**config.mk**
```make
export PLATFORM = sky130hd
export DESIGN_NAME = marker_sequence_scheduler
export DESIGN_NICKNAME = d
export VERILOG_FILES = /design/src/rtl/marker_sequence_scheduler.sv
export SDC_FILE = /design/constraint.sdc
export NUM_CORES = 1
export LEC_CHECK = 0
export ABC_CLOCK_PERIOD_IN_PS = 3700
export CORE_ASPECT_RATIO = 0.5
export CORE_UTILIZATION = 46
export CTS_CLUSTER_SIZE = 8
export DETAILED_ROUTE_END_ITERATION = 6
export PLACE_DENSITY_LB_ADDON = 0.05
export SYNTH_ARGS = -nofsm -noshare
export SYNTH_HDL_FRONTEND = slang
export SYNTH_SLANG_ARGS = --single-unit
```
**constraint.sdc**
```tcl
create_clock -name HCLK -period 3.7 [get_ports HCLK]
set_input_delay 0.74 -clock HCLK [delete_from_list [all_inputs] [get_ports HCLK]]
set_output_delay 0.74 -clock HCLK [all_outputs]
set_load 0.05 [all_outputs]
```
**src/rtl/marker_sequence_scheduler.sv**
```systemverilog
// Replays a firmware-written table of marker commands into the DTC marker simulator (start/type/seq).
// Define MARKER_SCHED_LFSR_EN to take seq_num from a 4-bit LFSR for marker types 3, 11 and 14.
module marker_sequence_scheduler #(
  parameter int DEPTH      = 8,
  parameter int START_HOLD = 2,
  parameter int MIN_GAP    = 32
) (
  input  logic                     HCLK,
  input  logic                     HRESETN,
  input  logic                     tbl_wr_en,
  input  logic [$clog2(DEPTH)-1:0] tbl_wr_addr,
  input  logic [15:0]              tbl_wr_data,
  input  logic [$clog2(DEPTH):0]   num_entries,
  input  logic [7:0]               loop_count,
  input  logic                     run,
  input  logic                     abort,
  output logic                     start,
  output logic [3:0]               marker_type,
  output logic [3:0]               seq_num,
  output logic                     busy,
  output logic                     done,
  output logic                     aborted,
  output logic [$clog2(DEPTH)-1:0] entry_idx,
  output logic [31:0]              issued_cnt
);
  localparam int AW = $clog2(DEPTH);
  localparam logic [AW:0] DEPTH_W   = (AW+1)'(DEPTH);
  localparam logic [AW:0] ONE_W     = (AW+1)'(1);
  localparam logic [8:0]  MIN_GAP_W = 9'(MIN_GAP);
  localparam logic [8:0]  HOLD_LAST = 9'(START_HOLD - 1);

  typedef enum logic [2:0] {S_IDLE, S_LOAD, S_ASSERT, S_GAP, S_DONE} state_t;
  state_t state, next_state;

  logic [15:0]   tbl [DEPTH];
  logic [15:0]   entry;
  logic          run_q, run_rise;
  logic [AW:0]   n_reg, n_in;
  logic [7:0]    l_reg, pass_q, gap_reg;
  logic [AW-1:0] ptr;
  logic [8:0]    cnt, gap_len;
  logic [3:0]    seq_src;
  logic          hold_end, gap_end, last_entry, last_pass, issue;

  always_ff @(posedge HCLK)
    if (tbl_wr_en && !busy) tbl[tbl_wr_addr] <= tbl_wr_data;

  assign entry      = tbl[ptr];
  assign run_rise   = run & ~run_q;
  assign n_in       = (num_entries > DEPTH_W) ? DEPTH_W : num_entries;
  assign gap_len    = ({1'b0, gap_reg} > MIN_GAP_W) ? {1'b0, gap_reg} : MIN_GAP_W;
  assign hold_end   = (cnt == HOLD_LAST);
  assign gap_end    = (cnt == gap_len - 9'd1);
  assign last_entry = (({1'b0, ptr} + ONE_W) >= n_reg);
  assign last_pass  = (l_reg != 8'd0) && ((pass_q + 8'd1) == l_reg);
  assign issue      = (state == S_LOAD) && !abort;

`ifdef MARKER_SCHED_LFSR_EN
  logic [3:0] lfsr_q, lfsr_nxt;
  // x^4+x^3+1 Fibonacci; the advanced value is the one handed to the simulator
  assign lfsr_nxt = {lfsr_q[2:0], lfsr_q[3] ^ lfsr_q[2]};
  always_ff @(posedge HCLK or negedge HRESETN)
    if (!HRESETN)   lfsr_q <= 4'b0001;
    else if (issue) lfsr_q <= lfsr_nxt;
  assign seq_src = (entry[15:12] == 4'd3 || entry[15:12] == 4'd11 || entry[15:12] == 4'd14)
                   ? lfsr_nxt : entry[11:8];
`else
  assign seq_src = entry[11:8];
`endif

  always_ff @(posedge HCLK or negedge HRESETN)
    if (!HRESETN) state <= S_IDLE;
    else          state <= next_state;

  // abort wins over every transition out of the busy states
  always_comb begin
    next_state = state;
    case (state)
      S_IDLE:   if (run_rise && !abort) next_state = (n_in == '0) ? S_DONE : S_LOAD;
      S_LOAD:   next_state = abort ? S_IDLE : S_ASSERT;
      S_ASSERT: if (abort) next_state = S_IDLE;
                else if (hold_end) next_state = S_GAP;
      S_GAP:    if (abort) next_state = S_IDLE;
                else if (gap_end) next_state = (last_entry && last_pass) ? S_DONE : S_LOAD;
      S_DONE:   next_state = S_IDLE;
      default:  next_state = S_IDLE;
    endcase
  end

  always_comb begin
    start = 1'b0;
    busy  = 1'b0;
    done  = 1'b0;
    case (state)
      S_LOAD:   busy = 1'b1;
      S_ASSERT: begin busy = 1'b1; start = 1'b1; end
      S_GAP:    busy = 1'b1;
      S_DONE:   done = 1'b1;
      default:  ;
    endcase
  end

  always_ff @(posedge HCLK or negedge HRESETN)
    if (!HRESETN) begin
      run_q       <= 1'b0;
      cnt         <= '0;
      n_reg       <= '0;
      l_reg       <= '0;
      pass_q      <= '0;
      ptr         <= '0;
      gap_reg     <= '0;
      marker_type <= '0;
      seq_num     <= '0;
      entry_idx   <= '0;
      issued_cnt  <= '0;
      aborted     <= 1'b0;
    end else begin
      run_q   <= run;
      aborted <= abort && busy;
      // one counter times both the start hold and the gap; it restarts on every state change
      if (next_state != state) cnt <= '0;
      else if (cnt != 9'h1FF)  cnt <= cnt + 9'd1;
      if (state == S_IDLE && run_rise && !abort) begin
        n_reg  <= n_in;
        l_reg  <= loop_count;
        ptr    <= '0;
        pass_q <= '0;
      end
      if (issue) begin
        marker_type <= entry[15:12];
        seq_num     <= seq_src;
        gap_reg     <= entry[7:0];
        entry_idx   <= ptr;
        issued_cnt  <= issued_cnt + 32'd1;
      end
      if (state == S_GAP && !abort && gap_end) begin
        if (last_entry) begin
          ptr    <= '0;
          pass_q <= pass_q + 8'd1;
        end else begin
          ptr <= ptr + 1'b1;
        end
      end
    end
endmodule

```
==> qor.txt, run 1 <==
CTS root buffer -> clkbuf_16
gr usage total -> 18.69%
fmax -> 0.3119 GHz
GP Congestion -> 0.8521
synthesized area -> 9380 sq um
Ports -> 83
TritonRoute pass-1 iters -> 4
Largest regs -> tbl (128), issued_cnt (32), cnt (9)
share of post-route cells with drive strength above 1 -> 14.74%
Inst Count DP -> 1,003
Data required, critical path -> 4.10 ns
CTS tree -> built
max-slew violations -> 0
Worst Hold Class -> primary input to async pin
ys flop type -> edfxtp_1
ratio of final minimum period to clock period -> 86.66%
Vias -> 5,575
Max FO, Critical Path -> 19
Post-Syn Nets -> 708
ys async rst share -> 40.74%
# diodes -> 0
Die H -> 103.0 um
Fin Clk Skew -> 0.03519 ns
num rows -> 36
first-pass GRT wire length -> 30,120 um
RSZ-0062 raised after global routing -> no
grt total ovfl -> 0
CP Launch Type -> flip-flop
Finished Layout Cells -> 1,053
Critical Path End Type -> flip-flop
drt wl/cell -> 17.95 um
most common cell in the netlist -> edfxtp_1
max reg flops -> 128
Yosys top cell area share -> 40.98%
number of global-route vias before repair -> 5,467
post-CTS sizing -> 0
Max-slew headroom -> 39.70%
IO Port Bufs -> 82
Post-synth EDFFs -> 128
later-pin clock latency in the skew report -> 0.56 ns
peak supply drop -> 0.0003906 V
Seq/Total Area, Yosys -> 64.45%
Synth-to-Final Area Change -> 22.29%
Synth warnings -> 0
# Post-CTS Setup Buffers -> 0
Syn Inst Count -> 661
setup TNS -> 0 ns
CTS Buf Count -> 30
Period minus WS final -> 3.206 ns
Hold Buf Count CTS -> 0
Starting DRT DRC Count -> 285
Die Area -> 21,000 sq um
Detail Placement HPWL -> 12,220 um
Final ANT Viol Nets -> 0
Yosys reg bits -> 216
synth cell count leaders -> edfxtp_1 (128), dfrtp_1 (88), nor2_1 (60)
drt via density -> 5.294
antenna violations before repair -> 0
top cells by area, synth -> edfxtp_1 (41%), dfrtp_1 (23%), mux4_2 (7.7%)
die span in x -> 204.0 um
Largest Register -> tbl
power per cell area -> 558.2 nW/um^2
DRC Markers -> 0
clk sinks -> 216
clk slew on worst S/H paths -> 0.05 ns
Bufs on Longest Clock Path -> 3
leading area contributor after synthesis -> edfxtp_1
max-cap violations -> 0
pin count of the biggest net entering global routing -> 72
Mapped Avg Cell Area -> 14.19 sq um
initial core utilization -> 47.55%
Final Hold Vio Count -> 0
Yosys cell types -> 57
slew at the pin closest to its max-slew limit -> 0.9045 ns
Final setup viols -> 0
Critical Path AT -> 3.61 ns
critical path class -> flip-flop to flip-flop
htree depth -> 1
core area -> 19,730 sq um
Nets -> 816
Leak -> 4.280 nW
drt total wl -> 18,900 um
status -> complete, no violations
metal layers:
metal	routed length (um)	part of all wire [%]	global-route usage, %
met5	0	0	0
met4	190	1.0	4.018
met3	943	5.0	4.520
met2	8679	46	29.67
met1	9090	48	26.41
power breakdown:
group | total [mW] | leakage [nW] | switching [mW] | internal, mW
Sequential | 2.93 | 2.31 | 0.189 | 2.74
Combinational | 0.995 | 1.57 | 0.582 | 0.413
Clock | 2.47 | 0.404 | 0.977 | 1.50
cell type report:
cell class,instances,area [sq um]
clock buffer,49,822.0
clock inverter,1,30.03
fill,1620,8258
inverter,9,33.78
multi-input combinational,406,3194
sequential,216,6047
tap,266,332.8
timing repair buffer,106,1011
cell families after synthesis:
group,after synthesis,share of synthesized area (%)
AOI/OAI and AO/OA,61,4.415
adders and majority gates,11,1.467
xor gates and xnor gates,54,5.042
DFF,216,64.45
muxes,67,11.59
and+or+nand+nor,213,11.34
buffers and inverters,39,1.694
worst max-delay path, cell delays in order (launching register included):
cell and delay, ns:
dfrtp_1 0.45, or3_1 0.46, nand2_1 0.10, ha_1 0.28
inv_1 0.06, o21a_1 0.20, or3_1 0.30, a211o_1 0.33
a211oi_4 0.15, buf_4 0.27, o21a_1 0.34, nor2_1 0.09
worst paths after layout:
path,start,to,slack [ns],cells after the start
worst max-delay path,gap_reg[6]$_DFFE_PN0P_,cnt[6]$_DFFE_PN0P_,0.49,11
worst min-delay path,HRESETN,issued_cnt[29]$_DFFE_PN0P_,0.32,1
worst max register to register,gap_reg[6]$_DFFE_PN0P_,cnt[6]$_DFFE_PN0P_,0.49,11
worst min register to register,issued_cnt[10]$_DFFE_PN0P_,issued_cnt[10]$_DFFE_PN0P_,0.48,1
max in group asynchronous,HRESETN,cnt[4]$_DFFE_PN0P_,2.53,2
min in group HCLK,issued_cnt[10]$_DFFE_PN0P_,issued_cnt[10]$_DFFE_PN0P_,0.48,1
through the flow:
| stage | setup slack, ns | instance area [sq um] | utilization (%) | hold slack (ns) | power (mW) |
|---|---|---|---|---|---|
| floorplan | 0.6567 | 9380 | - | 0.4444 | 3.616 |
| global placement | 0.6130 | 10620 | 53.82 | 0.4696 | 3.961 |
| detailed placement | 0.5017 | 10620 | 53.82 | 0.4746 | 3.976 |
| CTS | 0.4873 | 11470 | 58.14 | 0.3601 | 6.479 |
| global route | 0.3329 | 11470 | 58.14 | 0.3966 | 6.697 |
| finish | 0.4936 | 11470 | 58.14 | 0.3219 | 6.403 |
layout by cell type (no fill, tap or decap), types with 5 or more instances in the layout:
master,instances
edfxtp_1,128
xor2_1,17
buf_4,24
nand2_1,59
inv_1,9
nand3_1,13
clkdlybuf4s50_1,81
nand2b_1,11
dfrtp_1,87
a21oi_1,20
nor2_1,60
mux2_2,13
mux2i_1,22
nor3_1,8
nand4_1,13
or3_1,5
o21ai_0,11
clkbuf_16,30
ha_1,11
and3_1,10
and2_1,5
xnor2_1,37
clkbuf_1,19
mux4_2,32
(Power assumes the default switching activity.)
==> inputs of run 2 (changes only) <==
--- a/config.mk
+++ b/config.mk
@@ -5,7 +5,7 @@
 export SDC_FILE = /design/constraint.sdc
 export NUM_CORES = 1
 export LEC_CHECK = 0
-export ABC_CLOCK_PERIOD_IN_PS = 3700
+export ABC_CLOCK_PERIOD_IN_PS = 2600
 export CORE_ASPECT_RATIO = 0.5
 export CORE_UTILIZATION = 46
 export CTS_CLUSTER_SIZE = 8
==> constraint.sdc (replaced) <==
create_clock -name HCLK -period 2.6 [get_ports HCLK]
set_input_delay 0.52 -clock HCLK [delete_from_list [all_inputs] [get_ports HCLK]]
set_output_delay 0.52 -clock HCLK [all_outputs]
set_load 0.05 [all_outputs]
==> qor.txt, run 2 (synthesized netlist as in run 1, its figures left out) <==
status -> finished with violations (was complete, no violations)
failing checks -> setup timing
max-slew violations -> 0 (unchanged)
later-pin clock latency in the skew report -> 0.57 ns (was 0.56 ns)
post-route setup slack -> -0.2041 ns (was 0.4936 ns)
IO Port Bufs -> 82 (unchanged)
Largest regs -> tbl (128), issued_cnt (32), cnt (9) (unchanged)
num rows -> 36 (unchanged)
antenna violations before repair -> 0 (unchanged)
metal2 WL -> 9045 um (was 8679 um)
Finished Layout Cells -> 1,088 (was 1,053)
power per cell area -> 788.5 nW/um^2 (was 558.2 nW/um^2)
WL met1 -> 8993 um (was 9090 um)
Critical Path End Type -> flip-flop (unchanged)
gr usage total -> 19.21% (was 18.69%)
Worst Hold Class -> primary input to async pin (unchanged)
peak supply drop -> 0.0005504 V (was 0.0003906 V)
max-cap violations -> 0 (unchanged)
setup slack, reg-to-reg -> -0.20 ns (was 0.49 ns)
Die H -> 103.0 um (unchanged)
Period minus WS final -> 2.804 ns (was 3.206 ns)
Inst Count DP -> 1,031 (was 1,003)
Synth-to-Final Area Change -> 27.49% (was 22.29%)
TritonRoute pass-1 iters -> 6 (was 4)
Top Metal Used -> met4 (unchanged)
most frequent cells in the layout -> edfxtp_1 (128), dfrtp_1 (87), clkdlybuf4s50_1 (78) (was edfxtp_1 (128), dfrtp_1 (87), clkdlybuf4s50_1 (81))
CP Launch Type -> flip-flop (unchanged)
clk slew on worst S/H paths -> 0.05 ns (about the same)
Starting DRT DRC Count -> 355 (was 285)
critical path class -> flip-flop to flip-flop (unchanged)
fillers -> 1,561 (was 1,620)
drt total wl -> 19,360 um (was 18,900 um)
CTS Buf Count -> 30 (unchanged)
Bufs on Longest Clock Path -> 3 (unchanged)
pin count of the biggest net entering global routing -> 58 (was 72)
Data required, critical path -> 3.03 ns (was 4.10 ns)
first-pass GRT wire length -> 30,680 um (was 30,120 um)
commonest non-fill, non-tap cell in the layout -> edfxtp_1 (unchanged)
Nets -> 851 (was 816)
clk sinks -> 216 (unchanged)
fmax -> 0.3566 GHz (was 0.3119 GHz)
Max-slew headroom -> 55.47% (was 39.70%)
CTS tree -> built (unchanged)
Final Hold Vio Count -> 0 (unchanged)
RSZ-0062 raised after global routing -> yes (was no)
GP Congestion -> 0.7944 (was 0.8521)
# diodes -> 0 (unchanged)
CTS root buffer -> clkbuf_16 (unchanged)
slew at the pin closest to its max-slew limit -> 0.6679 ns (was 0.9045 ns)
core area -> 19,730 sq um (unchanged)
Fin Clk Skew -> 0.04064 ns (was 0.03519 ns)
WHS -> 0.4502 ns (was 0.3219 ns)
Leak -> 4.516 nW (was 4.280 nW)
ratio of final minimum period to clock period -> 107.8% (was 86.66%)
drt via density -> 5.282 (was 5.294)
Die Area -> 21,000 sq um (unchanged)
Critical Path AT -> 3.23 ns (was 3.61 ns)
share of post-route cells with drive strength above 1 -> 20.68% (was 14.74%)
number of global-route vias before repair -> 5,801 (was 5,467)
Detail Placement HPWL -> 12,340 um (was 12,220 um)
die span in x -> 204.0 um (unchanged)
Vias -> 5,747 (was 5,575)
detailed route wirelength on metal3 -> 911 um (was 943 um)
drt wl/cell -> 17.79 um (was 17.95 um)
initial core utilization -> 47.55% (unchanged)
max reg flops -> 128 (unchanged)
Largest Register -> tbl (unchanged)
htree depth -> 1 (unchanged)
grt total ovfl -> 0 (unchanged)
Max FO, Critical Path -> 5 (was 19)
Final setup viols -> 22 (was 0)
Ports -> 83 (unchanged)
Final ANT Viol Nets -> 0 (unchanged)
DRC Markers -> 0 (unchanged)
[run 2: stage by stage]
step / total power [mW] / TNS [ns] / util [%] / setup WS (ns) / cell area (sq um)
after floorplan: 5.156 / -5.869 / - / -0.2756 / 9403
after global placement: 5.787 / -1.354 / 55.18 / -0.1181 / 10890
after detailed placement: 5.820 / -2.864 / 55.18 / -0.1575 / 10890
after CTS: 9.496 / -1.985 / 60.28 / -0.1366 / 11890
after global routing: 9.906 / -5.069 / 60.62 / -0.2762 / 11960
final: 9.430 / -3.198 / 60.62 / -0.2041 / 11960
[run 2: what timing repair did]
item,CTS,global route
cloned,2,1
hold buffers,1,0
gates resized for setup,14,12
endpoints found under the hold margin,31,0
endpoints found under the setup margin,24,23
setup buffers,2,2
pin swaps,9,3
[run 2: metal layers]
metal	vias up	global-route usage, %
li1	2741	-
met1	2848	26.39
met2	117	31.40
met3	41	3.982
met4	0	5.511
met5	-	0
[run 2: final cells by class]
| type | count | area [sq um] | share of cell area (%) |
|---|---|---|---|
| clock buffers | 49 | 822.0 | 6.874 |
| repair buffers | 141 | 1381 | 11.55 |
| well taps | 266 | 332.8 | 2.783 |
| flip-flops and latches | 216 | 6047 | 50.56 |
| clock inverters | 1 | 30.03 | 0.2511 |
| inverters | 9 | 33.78 | 0.2825 |
| multi-input cells | 406 | 3312 | 27.69 |
[run 2: path summary, 6_finish.rpt]
path                                                 start                    endpoint  cells after the start
worst min-delay path                               HRESETN      gap_reg[5]$_DFFE_PN0P_                      2
worst min register to register  issued_cnt[31]$_DFFE_PN0P_  issued_cnt[31]$_DFFE_PN0P_                      1
min in group HCLK                                      run             run_q$_DFF_PN0_                      1
worst max register to register      gap_reg[7]$_DFFE_PN0P_         pass_q[5]$_DFF_PN0_                     12
worst max-delay path                gap_reg[7]$_DFFE_PN0P_         pass_q[5]$_DFF_PN0_                     12
max in group asynchronous                          HRESETN        n_reg[0]$_DFFE_PN0P_                      3
[run 2: critical path, stage by stage, from the launching register on]
cell      delay [ns]
dfrtp_1         0.38
or3_4           0.42
nand2_2         0.10
ha_4            0.13
inv_2           0.03
o21a_1          0.18
or3_1           0.30
a211o_1         0.30
a211oi_4        0.25
buf_12          0.16
buf_12          0.11
nand3_4         0.10
a31o_1          0.20
[run 2: report_power, final]
group | total [mW] | switching (mW) | internal [mW]
combinational | 1.78 | 0.977 | 0.806
sequential | 4.13 | 0.222 | 3.91
clock | 3.52 | 1.39 | 2.13
